$ cat config.mk
export PLATFORM = sky130hd
export DESIGN_NAME = skolem_sweep_ctrl
export DESIGN_NICKNAME = d
export VERILOG_FILES = /design/src/rtl/skolem_sweep_ctrl.sv
export SDC_FILE = /design/constraint.sdc
export NUM_CORES = 1
export LEC_CHECK = 0
export BUFFER_PORTS_ARGS = -buffer_cell sky130_fd_sc_hd__buf_2
export CAP_MARGIN = 10
export CELL_PAD_IN_SITES_DETAIL_PLACEMENT = 1
export CELL_PAD_IN_SITES_GLOBAL_PLACEMENT = 1
export CORE_MARGIN = 1
export CORE_UTILIZATION = 35
export CTS_CLUSTER_SIZE = 16
export DETAILED_ROUTE_END_ITERATION = 12
export PLACE_DENSITY_LB_ADDON = 0.25
export SLEW_MARGIN = 0
export SYNTH_ARGS = -nofsm -noshare
export SYNTH_HDL_FRONTEND = slang
export SYNTH_SLANG_ARGS = --single-unit
$ cat constraint.sdc
create_clock -name clk -period 2.1 [get_ports clk]
set_input_delay 0.525 -clock clk [delete_from_list [all_inputs] [get_ports clk]]
set_output_delay 0.525 -clock clk [all_outputs]
set_load 0.03 [all_outputs]
$ cat src/rtl/skolem_sweep_ctrl.sv
// Exhaustive sweep sequencer for a combinational Skolem block and its spec checker.
// Optional first-counterexample capture is enabled by defining FIRST_CEX_EN.
`timescale 1ns/1ps
module skolem_sweep_ctrl #(
  parameter int N_IN   = 6,
  parameter int N_OUT  = 2,
  parameter int SETTLE = 1
) (
  input  logic             clk,
  input  logic             rst_n,
  input  logic             start,
  input  logic             abort,
  output logic [N_IN-1:0]  x_out,
  input  logic [N_OUT-1:0] y_in,
  input  logic             spec_ok,
  output logic             busy,
  output logic             done,
  output logic             valid,
  output logic             pass,
  output logic [N_IN:0]    fail_cnt,
  output logic [N_IN-1:0]  cex_x,
  output logic [N_OUT-1:0] cex_y
);

  localparam int CNT_W = (SETTLE > 1) ? $clog2(SETTLE) : 1;
  localparam logic [CNT_W-1:0] SETTLE_LD = CNT_W'(SETTLE - 1);
  localparam logic [N_IN-1:0]  X_LAST    = '1;

  typedef enum logic [1:0] {S_IDLE, S_DRIVE, S_SAMPLE, S_DONE} state_t;

  state_t           state, state_nx;
  logic [CNT_W-1:0] cnt, cnt_nx;
  logic [N_IN-1:0]  x_nx;
  logic [N_IN:0]    fail_nx;
  logic             busy_nx, done_nx, valid_nx, pass_nx;

  function automatic logic [N_IN:0] sat_inc(input logic [N_IN:0] v);
    return (&v) ? v : v + 1'b1;
  endfunction

  always_ff @(posedge clk or negedge rst_n) begin
    if (!rst_n) begin
      state    <= S_IDLE;
      cnt      <= '0;
      x_out    <= '0;
      fail_cnt <= '0;
      busy     <= 1'b0;
      done     <= 1'b0;
      valid    <= 1'b0;
      pass     <= 1'b0;
    end else begin
      state    <= state_nx;
      cnt      <= cnt_nx;
      x_out    <= x_nx;
      fail_cnt <= fail_nx;
      busy     <= busy_nx;
      done     <= done_nx;
      valid    <= valid_nx;
      pass     <= pass_nx;
    end
  end

  always_comb begin
    state_nx = state;
    cnt_nx   = cnt;
    x_nx     = x_out;
    fail_nx  = fail_cnt;
    busy_nx  = busy;
    done_nx  = 1'b0;
    valid_nx = valid;
    pass_nx  = pass;
    case (state)
      S_IDLE: begin
        if (start && !abort) begin
          state_nx = S_DRIVE;
          cnt_nx   = SETTLE_LD;
          x_nx     = '0;
          fail_nx  = '0;
          valid_nx = 1'b0;
          busy_nx  = 1'b1;
        end
      end
      S_DRIVE: begin
        if (abort) begin
          state_nx = S_IDLE;
          busy_nx  = 1'b0;
        end else if (cnt == '0) begin
          state_nx = S_SAMPLE;
        end else begin
          cnt_nx = cnt - 1'b1;
        end
      end
      S_SAMPLE: begin
        if (abort) begin
          state_nx = S_IDLE;
          busy_nx  = 1'b0;
        end else begin
          if (!spec_ok) fail_nx = sat_inc(fail_cnt);
          // The last vector's verdict is folded into pass on the same edge.
          if (x_out == X_LAST) begin
            state_nx = S_DONE;
            busy_nx  = 1'b0;
            done_nx  = 1'b1;
            valid_nx = 1'b1;
            pass_nx  = (fail_nx == '0);
          end else begin
            state_nx = S_DRIVE;
            x_nx     = x_out + 1'b1;
            cnt_nx   = SETTLE_LD;
          end
        end
      end
      S_DONE:  state_nx = S_IDLE;
      default: state_nx = S_IDLE;
    endcase
  end

`ifdef FIRST_CEX_EN
  logic cex_armed;
  logic accept, sample_fail;

  assign accept      = (state == S_IDLE) && start && !abort;
  assign sample_fail = (state == S_SAMPLE) && !abort && !spec_ok;

  // Armed on each accepted start so only the first failure of a sweep is kept.
  always_ff @(posedge clk or negedge rst_n) begin
    if (!rst_n) begin
      cex_x     <= '0;
      cex_y     <= '0;
      cex_armed <= 1'b0;
    end else if (accept) begin
      cex_x     <= '0;
      cex_y     <= '0;
      cex_armed <= 1'b1;
    end else if (sample_fail && cex_armed) begin
      cex_x     <= x_out;
      cex_y     <= y_in;
      cex_armed <= 1'b0;
    end
  end
`else
  logic unused_y;
  assign unused_y = ^y_in;
  assign cex_x    = '0;
  assign cex_y    = '0;
`endif

endmodule

# Word-level counts from Yosys, hierarchy flattened
# Cells that the tools add are included.
totals:
  inputBits: 7
  out_inout_bits: 25
  ff_bits: 20
op_classes:
  reduce_logical: 14
  addsub: 3
  n_bitwise: 1
  n_eq_ne: 12
  n_mux: 34
ops:
  columns: ["cell", "n"]
  rows:
  - ["two-way mux 7 bit", 6]
  - ["two-way mux 6 bit", 3]
  - ["two-way mux 1 bit", 14]
  - ["case mux 7 bit (2 select lines)", 1]
  - ["inequality test 2 bit (second input constant)", 6]
  - ["case mux 6 bit (2 select lines)", 1]
  - ["AND reduction 4 bit", 3]
  - ["two-way mux 2 bit", 5]
  - ["case mux 2 bit (4 select lines)", 1]
  - ["adder 7 x 1 -> 7 bit (second input constant)", 1]
  - ["zero test 7 bit", 1]
  - ["AND reduction 7 bit", 1]
  - ["adder 6 x 1 -> 6 bit (second input constant)", 1]
  - ["equality test 6 bit (second input constant)", 1]
  - ["inequality test 3 bit (second input constant)", 2]
  - ["case mux 1 bit (3 select lines)", 2]
  - ["AND reduction 3 bit", 2]
  - ["AND reduction 5 bit", 1]
  - ["equality test 2 bit (second input constant)", 2]
  - ["nonzero test 3 bit", 1]
  - ["equality test 2 x 1 -> 1 bit (second input constant)", 1]
  - ["zero test 2 bit", 1]
  - ["case mux 1 bit (2 select lines)", 1]
  - ["AND reduction 2 bit", 1]
  - ["5 further kinds", 5]

# Depth between registers and ports, before layout
depth:
  ltp_word: 7
  depth_mapped: 7
  depth_no_buf: 6

# Worst setup path before layout
# No wires, ideal clock.
synth_path:
  path_type: "flip-flop to flip-flop"
  from: "reg fail_cnt[0]"
  to: "reg fail_cnt[1]"
  arrival_time_ns: 1.825
  slack_ns: 0.153
  t_required_ns: 1.978
  n_path_buf: 0
  path_stages_with_launch: 6
  cell_sequence: "dfrtp_1 -> ha_1 -> and4_1 -> a31oi_1 -> o21ai_0 -> a32o_1"
synth_via:
  elab_chain_cells: 7
synth_lines:
  columns: ["item", "line_no", "rtl"]
  rows:
  - ["start, declared", "20", "output logic [N_IN:0] fail_cnt,"]
  - ["start signal, assigned", "55", "fail_cnt <= fail_nx;"]
  - ["adder 7 x 1 -> 7 bit or AND reduction 7 bit (tied branches)", "38", "return (&v) ? v : v + 1'b1;"]
  - ["two-way mux 7 bit (*)", "38", null]
  - ["two-way mux 7 bit (*)", "98", "if (!spec_ok) fail_nx = sat_inc(fail_cnt);"]
  - ["two-way mux 7 bit (*)", "94", "if (abort) begin"]
  - ["two-way mux 7 bit (*)", "72", "case (state)"]
  - ["two-way mux 7 bit (*)", "94", null]
  - ["case mux 7 bit (2 select lines) (*)", "72", null]
# Mark *: on every way between the ends. The rest lies on a longest branch, timed or not. The select of a mux whose other input is x is not followed.
# A chain may end at the register's enable or synchronous reset.

# Worst setup path after layout
layout_path:
  from: "reg state[1]"
  to: "reg x_out[2]"
layout_via:
  elab_chain_cells: 3
layout_lines:
  columns: ["item", "line_no", "rtl"]
  rows:
  - ["start, declared", "31", "state_t state, state_nx;"]
  - ["start signal, assigned", "52", "state <= state_nx;"]
  - ["equality test 2 bit or zero test 2 bit (tied branches)", "72", null]
  - ["inequality test 2 bit (no source line) or nonzero test 2 bit (tied branches)", null, null]
  - ["AND reduction 4 bit (no source line)", null, null]
  - ["end signal, assigned", "54", "x_out <= x_nx;"]
  - ["end, declared", "13", "output logic [N_IN-1:0] x_out,"]
# Several ways; a longest one is shown, not always the timed one.

==> metrics.cfg <==
[drt]
ant_nets=0
via_count=1139
drc=0
drt_iter0_markers=24
drtPass1Iterations=4
drt-total-wl_um=3110
vias_per_cell=5.45
wl_per_cell_um=14.9

[final_layout]
finalInstanceArea_sq_um=1450
fin_nets=177
diodes=0
syn2layout_area_growth_pct=16.1
final_cell_mix=21 x buf_2, 19 x dfrtp_1, 9 x nor2_1
final_common_cell=buf_2
drive_gt1_frac=0.227

[timing]
slew_headroom=0.660
fin_tns_setup_ns=0
finClkSkew_ns=0.00723
period_minus_slack_ns=1.89
rsz0062_at_grt=no
worst_slew_pin_slew_ns=0.503
holdWs_ns=0.142
setup_viol=0
fin_crit_sh=0.898
slew_viol_final=0
timing.fmax_ghz=0.530
hold_viol=0

[synthesis]
yosys_warnings=0
yosysSeqAreaShare=0.382
ys_seq_elements=19
syn_area_sq_um=1240
synth_area_leaders=dfrtp_1 38%, ha_1 6.0%, buf_4 4.8%
synthArstFlopShare=1.00
syn_area_per_cell_sq_um=9.22
synth_enable_flop_cells=0
synth_area_leader_cell=dfrtp_1
synth-main-ff-cell=dfrtp_1
synth.top_cell.area_share=0.382
ys_types=45
synth_cells=135

[worst_setup_path]
end_kind=flop
r2r-end=x_out[2]$_DFFE_PN0P_
rr_worst_depth=6
r2r-start=state[1]$_DFFE_PN0N_
crit_type=reg -> reg
worstPathArrival_ns=2.13
critical-path-top-delay-family=simple AND/OR/NAND/NOR gates
startpoint_type=flop
cp.required_ns=2.35
worst-path-buf-inv=1
slowest_delay_ns=0.49
crit_chain=inv_1 > ha_1 > mux2i_1 > or2_1 > or4_1 > a21oi_1
r2r_slack_ns=0.21
crit_slowest_cell=or4_1
path_max_fanout=6

[grt]
grt-ovfl-total=0
grt_max_degree=20
grt_usage=0.187
antenna_found_initial=0
grt_pass1_vias=1139
grt_pass1_wl_um=5200

[die]
dieHeight_um=61.6
rows=21
core_sq_um=3360
dieWidth_um=61.6
start_util=0.370
ios=32
dieArea_sq_um=3800

[power]
vdd_ir_drop_max_mv=0.383
p_leak_nw=0.721
power.density_nw_per_um2=1020

[placed_design]
io_buffers=21
place.gp.congestion=0.787
dp_hpwl_um=2400
place_area_sq_um=1420

[clocking]
post_cts_buffers=0
clock_path_buffers=2
cts_tree=built
cts_buffers=3
cts_max_level=1
insertion_delay_ns=0.31
cts-root-buf=clkbuf_4
cts.sinks=19
cts.clk_slew.worst_paths_ns=0.12

[run]
maxCapViolCount=0

[hold_path]
hold_path_class=in -> async

[status]
outcome=finished, final reports clean

[cells by family (layout without fill, tap and decap cells)]
family / after synthesis / in the layout / synth area share
other: 1 / 8 / 0.00301
muxes: 4 / 4 / 0.0342
and+or+nand+nor: 50 / 50 / 0.233
buffers and inverters: 20 / 41 / 0.0854
xor gates and xnor gates: 2 / 2 / 0.0141
adders and majority gates: 6 / 6 / 0.0603
AOI/OAI and AO/OA: 33 / 33 / 0.188
DFF: 19 / 19 / 0.382
[power breakdown]
| group | leakage (nW) | total [mW] | internal, mW | switching (mW) |
|---|---|---|---|---|
| combinational | 0.446 | 0.749 | 0.294 | 0.455 |
| clock | 0.0177 | 0.198 | 0.0712 | 0.127 |
| sequential | 0.258 | 0.530 | 0.441 | 0.0889 |
| total | 0.721 | 1.48 | 0.806 | 0.670 |
[state kept, by name, indices dropped and copies added, names as in the netlist]
| signal | cells |
|---|---|
| fail_cnt | 7 |
| x_out | 6 |
| state | 2 |
| busy | 1 |
| done | 1 |
| pass | 1 |
| valid | 1 |
[final cells by class]
cell class	count	area (sq um)
inverter	8	30.0
timing repair buffer	29	165
clock inverter	1	5.00
clock buffer	3	22.5
fill	423	1920
sequential	19	475
multi-input combinational	103	689
tap	46	57.6
[per-stage QoR]
stage / utilization / setup WS, ns / cells / total power [mW]
2_1_floorplan: - / 0.153 / 142 / 1.04
3_3_place_gp: 0.422 / 0.228 / 205 / 1.25
3_5_place_dp: 0.422 / 0.168 / 205 / 1.29
4_1_cts: 0.430 / 0.151 / 209 / 1.49
5_1_grt: 0.430 / 0.0533 / 209 / 1.59
6_report: 0.430 / 0.213 / 209 / 1.48
[synth_stat cells, types with 3 or more instances]
library cell	count
nor3_1	3
inv_1	8
nand2b_1	3
clkbuf_1	3
dfrtp_1	19
nor2b_1	5
and3_1	3
a31oi_1	3
buf_4	8
ha_1	6
nand2_1	5
nand3_1	5
o21ai_0	6
a21oi_1	5
a22o_1	4
nor2_1	9
[worst max path at each step]
stage / from / end / slack [ns] / cells after the start
finish: state[1]$_DFFE_PN0N_ / x_out[2]$_DFFE_PN0P_ / 0.21 / 6
global placement: state[0]$_DFFE_PN0N_ / x_out[2]$_DFFE_PN0P_ / 0.23 / 6
detailed placement: state[0]$_DFFE_PN0N_ / x_out[2]$_DFFE_PN0P_ / 0.17 / 6
global route: state[0]$_DFFE_PN0N_ / x_out[2]$_DFFE_PN0P_ / 0.05 / 6
floorplan: fail_cnt[0]$_DFFE_PN0P_ / fail_cnt[1]$_DFFE_PN0P_ / 0.15 / 5
CTS: state[0]$_DFFE_PN0N_ / x_out[2]$_DFFE_PN0P_ / 0.15 / 6
[repair_timing]
action / 4_1_cts / 5_1_grt
hold buffers: 0 / 0
resized for setup: 0 / 1
endpoints found under the setup margin: 0 / 1
[metal layers]
layer / part of all wire / global-route usage
met4: 0.017 / 0.0825
met2: 0.51 / 0.321
met3: 0.033 / 0.0315
met5: 0 / 0
met1: 0.44 / 0.230
Power figures use the tool's default switching activity.
